File: src/rtl/frequency_meter_pkg.sv
// frequency_meter_pkg: FSM encodings and sizing helpers shared by the frequency_meter files
package frequency_meter_pkg;
  localparam logic [1:0] IDLE  = 2'd0;
  localparam logic [1:0] GATE  = 2'd1;
  localparam logic [1:0] LATCH = 2'd2;
  function automatic int gate_cycles(input int clk_freq, input int gate_hz);
    return clk_freq / gate_hz;
  endfunction
  function automatic int clog2(input int v);
    int r;
    r = 0;
    for (int i = 0; i < 31; i++) if ((1 << i) < v) r = i + 1;
    return r;
  endfunction
endpackage

File: src/rtl/frequency_meter_signal_synchronizer.sv
// signal_synchronizer: SYNC_STAGES-flop synchronizer followed by a registered rising-edge pulse
module signal_synchronizer #(
  parameter int SYNC_STAGES = 2
) (
  input  logic clk,
  input  logic rst,
  input  logic din,
  output logic rise_pulse
);
  logic [SYNC_STAGES-1:0] sync;
  logic prev;
  if (SYNC_STAGES < 2) begin : g_stage_check
    $error("SYNC_STAGES must be at least 2");
  end
  always_ff @(posedge clk) begin
    if (rst) begin
      sync       <= '0;
      prev       <= 1'b0;
      rise_pulse <= 1'b0;
    end else begin
      sync       <= {sync[SYNC_STAGES-2:0], din};
      prev       <= sync[SYNC_STAGES-1];
      rise_pulse <= sync[SYNC_STAGES-1] & ~prev;
    end
  end
endmodule

File: src/rtl/frequency_meter.sv
// frequency_meter: gated rising-edge counter on SignalIn; FREQ_METER_SCALE_EN reports Count in Hz
module frequency_meter
  import frequency_meter_pkg::*;
#(
  parameter int CLK_FREQ    = 100000000,
  parameter int GATE_HZ     = 1,
  parameter int COUNT_BITS  = 28,
  parameter int SYNC_STAGES = 2
) (
  input  logic                  InputCLK,
  input  logic                  Reset,
  input  logic                  SignalIn,
  input  logic                  Enable,
  output logic [COUNT_BITS-1:0] Count,
  output logic                  Valid,
  output logic                  Overflow
);
  localparam int GATE_CYCLES = gate_cycles(CLK_FREQ, GATE_HZ);
  localparam int GW = clog2(GATE_CYCLES);
  if (GATE_CYCLES < 2) begin : g_gate_check
    $error("GATE_CYCLES must be at least 2");
  end
  logic [1:0] state;
  logic [GW-1:0] gate_cnt;
  logic [COUNT_BITS-1:0] edge_cnt;
  logic sat;
  logic rise;
  logic [COUNT_BITS-1:0] result;
  logic result_ovf;
  signal_synchronizer #(.SYNC_STAGES(SYNC_STAGES)) u_sync (
    .clk(InputCLK),
    .rst(Reset),
    .din(SignalIn),
    .rise_pulse(rise)
  );
`ifdef FREQ_METER_SCALE_EN
  localparam int PW = COUNT_BITS + clog2(GATE_HZ + 1);
  logic [PW-1:0] prod;
  assign prod       = PW'(edge_cnt) * PW'(GATE_HZ);
  assign result     = prod[COUNT_BITS-1:0];
  assign result_ovf = sat | (|prod[PW-1:COUNT_BITS]);
`else
  assign result     = edge_cnt;
  assign result_ovf = sat;
`endif
  // sat marks an increment attempted while edge_cnt was already at full scale
  always_ff @(posedge InputCLK) begin
    if (Reset) begin
      state    <= IDLE;
      gate_cnt <= '0;
      edge_cnt <= '0;
      sat      <= 1'b0;
      Count    <= '0;
      Valid    <= 1'b0;
      Overflow <= 1'b0;
    end else begin
      Valid <= 1'b0;
      if (state == GATE && Enable) begin
        gate_cnt <= gate_cnt + 1'b1;
        if (rise && edge_cnt == '1) sat <= 1'b1;
        else if (rise) edge_cnt <= edge_cnt + 1'b1;
        if (gate_cnt == GW'(GATE_CYCLES - 1)) state <= LATCH;
      end else begin
        gate_cnt <= '0;
        edge_cnt <= '0;
        sat      <= 1'b0;
        state    <= Enable && state != GATE ? GATE : IDLE;
      end
      if (state == LATCH) begin
        Count    <= result;
        Overflow <= result_ovf;
        Valid    <= 1'b1;
      end
    end
  end
endmodule
File: config.mk
export PLATFORM = sky130hd
export DESIGN_NAME = frequency_meter
export DESIGN_NICKNAME = d
export VERILOG_FILES = /design/src/rtl/frequency_meter_pkg.sv /design/src/rtl/frequency_meter_signal_synchronizer.sv /design/src/rtl/frequency_meter.sv
export SDC_FILE = /design/constraint.sdc
export NUM_CORES = 1
export LEC_CHECK = 0
export ABC_AREA = 1
export CORE_UTILIZATION = 45
export DETAILED_ROUTE_END_ITERATION = 6
export SYNTH_ARGS = -nofsm -noshare
export SYNTH_HDL_FRONTEND = slang
export SYNTH_SLANG_ARGS = --single-unit
File: constraint.sdc
create_clock -name InputCLK -period 1.7 [get_ports InputCLK]
set_input_delay 0.34 -clock InputCLK [delete_from_list [all_inputs] [get_ports InputCLK]]
set_output_delay 0.34 -clock InputCLK [all_outputs]
set_load 0.005 [all_outputs]
# ---- Yosys cells after proc, flatten, opt, wreduce, memory -nomap -nowiden
# Index checks and enable logic that the tools add are counted.
dict set report totals {
  output_inout_bits 30
  regBits 92
}
dict set report classes {
  mux 4
  n_eq_ne 6
  n_addsub 2
  bitwise_logic 4
  reduce_logical 5
}
# cell count
set op_table {}
lappend op_table {{$add 28x1->28 const B} 1}
lappend op_table {{$eq 28x28->1 const B} 1}
lappend op_table {{$add 27x1->27 const B} 1}
lappend op_table {{$eq 27x27->1 const B} 1}
lappend op_table {{$mux 2} 2}
lappend op_table {{$ne 2x1->1 const B} 2}
lappend op_table {{$logic_and 1x1->1} 3}
lappend op_table {{$not 1->1} 3}
lappend op_table {{$eq 2x1->1 const B} 1}
lappend op_table {{$eq 2x2->1 const B} 1}
lappend op_table {{$mux 1} 2}
lappend op_table {{$reduce_and 2->1} 1}
lappend op_table {{$reduce_or 2->1} 1}
lappend op_table {{$and 1x1->1} 1}

# ---- Longest topological paths before layout
dict set report logic_depth {
  depth_word 4
  depth_mapped 11
  mapped_depth_nobuf 11
}

# ---- Hierarchy
# A second synthesis with hierarchy kept.
dict set report hier_totals {
  cells_unflattened 638
  hier_area_um2 4354.2
}
# mod cells_each seq_area_each_um2 n_inst area_each_um2
set modules_own_cells {}
lappend modules_own_cells {frequency_meter 626 1761.7 1 4239.1}
lappend modules_own_cells {signal_synchronizer 12 80.1 1 115.1}

# ---- Worst setup path before layout
# OpenSTA, ideal clock, no wires.
dict set report synth_path {
  path_type {register -> register}
  startpoint {reg edge_cnt[1]}
  endpoint {reg edge_cnt[19]}
  required_ns 1.587
  slack_ns 0.228
  synth_period_minus_slack_ns 1.472
  setup_ns 0.113
  arrival_time_ns 1.359
  path_buffers 1
  path_stages_with_launch 12
  cell_sequence {dfxtp_1 > ha_1 > nand2_1 > nor2_2 > nand2_1 > nor2_4 > nand2_2 > buf_6 > nand3_2 > nand2_1 > nand2_1 > nor2_1}
}
dict set report synth_via {
  elab_chain_len 4
  word_cells_on_any_way 5
  classes_between {add/sub (1); eq/ne (1); bitwise (1); reduce/logical (2)}
}
# element line_no
set synth_lines {}
lappend synth_lines {{start, declared} frequency_meter.sv:25} ;# logic [COUNT_BITS-1:0] edge_cnt;
lappend synth_lines {{start signal, assigned} frequency_meter.sv:61} ;# else if (rise) edge_cnt <= edge_cnt + 1'b1;
lappend synth_lines {{branches (longest 4 deep; another with $add 28x1->28)} -}
# Several ways; the timed one is not identified.
# A chain may end at the register's enable or synchronous reset.

# ---- Final worst setup path
dict set report layout_path {
  startpoint {reg edge_cnt[1]}
  endpoint {reg edge_cnt[15]}
}
# Same word-level chain as after synthesis.

==> flow_summary.yaml <==
routing:
  antenna_left: 0
  wl_per_cell_um: 12.7
  vias: 4190
  first_pass_iters: 5
  drt-initial-drc-count: 201
  drc: 0
  viasPerCell: 4.95
  wirelength_mm: 10.7
status:
  outcome: "finished, final reports clean"
worst_setup_path:
  cp-start-kind: "register"
  crit_fanout: 6
  path_cells: "ha_2 > nand3_1 > inv_2 > nand2_4 > nor2_4 > buf_4 > nand3_4 > a21oi_1 > nor2_1"
  required_ns: 1.97
  cpPeakStageDelay_ns: 0.34
  slowest_stage: "dfxtp_1"
  worstPathBufferInverterCount: 2
  worstSetupPathType: "register to register"
  endpoint_kind: "register"
  critPathArrivalTime_ns: 1.86
  crit_family: "simple AND/OR/NAND/NOR gates"
synthesis:
  synth_warnings: 0
  synth_top_area_frac: 0.414
  syn_nets: 657
  yosys_most_used_dff: "dfxtp_1"
  syn_inst: 651
  syn-mean-instance-area_um2: 6.84
  yosys-top-cells-area: "dfxtp_1 (41%), nand2_1 (13%), nor2_1 (9.6%)"
  seq_area_frac_synth: 0.414
  synth_top_cell_by_area: "dfxtp_1"
  synth-edff-count: 0
  syn-cell-area_mm2: 0.00445
  synth.distinct_cells: 32
  async_reset_ff_frac: 0
  yosysMostFrequentCell: "nand2_1"
  synthTopCellsByCount: "nand2_1 (159), nor2_1 (114), dfxtp_1 (92)"
  synth-seq-cells: 92
die:
  die-area_mm2: 0.0103
  core_area_mm2: 0.00942
  die_h_um: 101
  io_pins: 34
  rows: 35
  initial_core_util: 0.473
  die_width_um: 101
sta:
  worst_slack_ns: 0.116
  whs_ns: 0.403
  hold_viol: 0
  skew_ns: 0.0155
  finalCritPeriodShare: 0.932
  timing.slew.headroom: 0.752
  max_freq_mhz: 631
  tightestPinTransition_ns: 0.369
  tns_ns: 0
  setup_viol: 0
  fin_crit_ns: 1.58
  maxSlewViolCount: 0
global_route:
  grt_pass1_wl_mm: 17.7
  antenna_found_initial: 0
  grt_start_max_net_pins: 35
  grt_usage: 0.221
  grt_pass1_vias: 3788
  grt_overflow: 0
flow_run:
  cap_violations: 0
placed_design:
  place_area_mm2: 0.00507
  place.gp.congestion: 0.896
  place_ws_ns: -0.0108
  hpwl_mm: 7.96
  port_buffers: 33
clock_network:
  insertion_delay_ns: 0.37
  hold_buffers: 0
  cts_tree: "done"
  htreeDepth: 3
  cts_num_sinks: 92
  clk_path_buf_depth: 2
  cts_inserted_buffers: 9
  root_buffer: "clkbuf_8"
  cts.clk_slew.worst_paths_ns: 0.10
power:
  switching_share: 0.223
  clock_power_share: 0.403
  power.leakage_nw: 1.76
  p_switching_mw: 0.832
  p_seq_frac: 0.579
  powerDensity_mw_per_mm2: 690
  ir_worst_vdd_mv: 0.430
  p_int_mw: 2.90
  power_frac_comb: 0.018
final_layout:
  final_layout_size_suffix_gt1_frac: 0.151
  syn_to_final_growth_pct: 21.5
  multi_input_area_mm2: 0.00231
  nets: 718
  n_fill_cell: 935
  final_area_mm2: 0.00541
  seqCellArea_mm2: 0.00185
  antennaDiodeCount: 0
hold_path:
  hold_class: "register to register"
## cells in the final DEF (no fill, tap or decap), types with 3 or more instances in the layout
cell / netlist / routed
clkbuf_8: 0 / 10
buf_4: 2 / 32
nor2_2: 11 / 11
nand2_1: 159 / 158
nand2_2: 7 / 7
o21ai_0: 10 / 10
nand3_4: 1 / 4
inv_1: 66 / 65
nand4_1: 9 / 9
a21oi_1: 55 / 53
nor2_1: 114 / 112
clkinv_1: 4 / 4
clkinvlp_4: 0 / 3
dfxtp_1: 92 / 87
a211oi_1: 13 / 13
nor3_1: 14 / 14
nand3_2: 14 / 15
nor2_4: 5 / 7
nand3_1: 41 / 40
dfxtp_2: 0 / 5
clkdlybuf4s50_1: 0 / 33
## power by group through the flow
| stage | logic, mW | clock network [mW] | registers [mW] |
|---|---|---|---|
| final | 0.0690 | 1.50 | 2.16 |
| after CTS | 0.0697 | 1.55 | 2.16 |
| after detailed placement | 0.0696 | 0 | 2.21 |
| after global placement | 0.0683 | 0 | 2.21 |
| after global routing | 0.0781 | 1.62 | 2.16 |
| after floorplan | 0.0410 | 0 | 2.21 |
## cell families (layout without fill, tap and decap cells)
group	Yosys count	count (layout)	share of synthesized area
compound gates	84	84	0.104
xor+xnor	2	2	0.00394
fa+ha+maj	2	2	0.00562
buf+inv	92	155	0.0871
flops	92	92	0.414
simple gates	379	382	0.385
## area by class of cell
cell class	instances	area share
Sequential cell	92	0.342
Clock buffer	10	0.0254
Inverter	72	0.0507
Clock inverter	6	0.0118
Timing Repair Buffer	67	0.113
Multi-Input combinational cell	470	0.428
Tap cell	129	0.0298
## path summary, 6_finish.rpt
kind | start | end | slack, ns | cells past startpoint
max | edge_cnt[1]$_SDFFE_PP0P_ | edge_cnt[15]$_SDFFE_PP0P_ | 0.12 | 9
min | u_sync.prev$_SDFF_PP0_ | u_sync.rise_pulse$_SDFF_PP0_ | 0.40 | 1
min reg2reg | u_sync.prev$_SDFF_PP0_ | u_sync.rise_pulse$_SDFF_PP0_ | 0.40 | 1
max reg2reg | edge_cnt[1]$_SDFFE_PP0P_ | edge_cnt[15]$_SDFFE_PP0P_ | 0.12 | 9
## sequential cells by signal (all words and copies together) (netlist names)
signal and flops:
u_sync.sync 2, edge_cnt 28, Count 28, result_ovf 1, Overflow 1, Valid 1, gate_cnt 27, u_sync.rise_pulse 1
state 2, u_sync.prev 1
## metrics by stage
| stage | std cells | power, mW | util |
|---|---|---|---|
| finish | 846 | 3.73 | 0.574 |
| global route | 846 | 3.86 | 0.574 |
| CTS | 838 | 3.78 | 0.560 |
| detailed placement | 822 | 2.28 | 0.538 |
| global placement | 822 | 2.28 | 0.538 |
| floorplan | 651 | 2.25 | - |
## per-layer routing
metal,track usage,wire length [µm],vias to the layer above
met1,0.325,5560,1882
met2,0.329,4570,85
li1,-,-,2212
met4,0.0814,146,0
met3,0.0269,444,11
met5,0,0,-
## what timing repair did
item,in CTS,in global routing
gates resized for setup,0,20
endpoints found under the hold margin,0,0
buffers inserted,0,5
endpoints found under the setup margin,0,29
## worst register-to-register path, cell delays in order, from the launching register on
cell,delay [ns]
dfxtp_1,0.34
ha_2,0.19
nand3_1,0.15
inv_2,0.12
nand2_4,0.06
nor2_4,0.08
buf_4,0.16
nand3_4,0.15
a21oi_1,0.17
nor2_1,0.06
No activity file was read; power rests on OpenSTA's default activity.
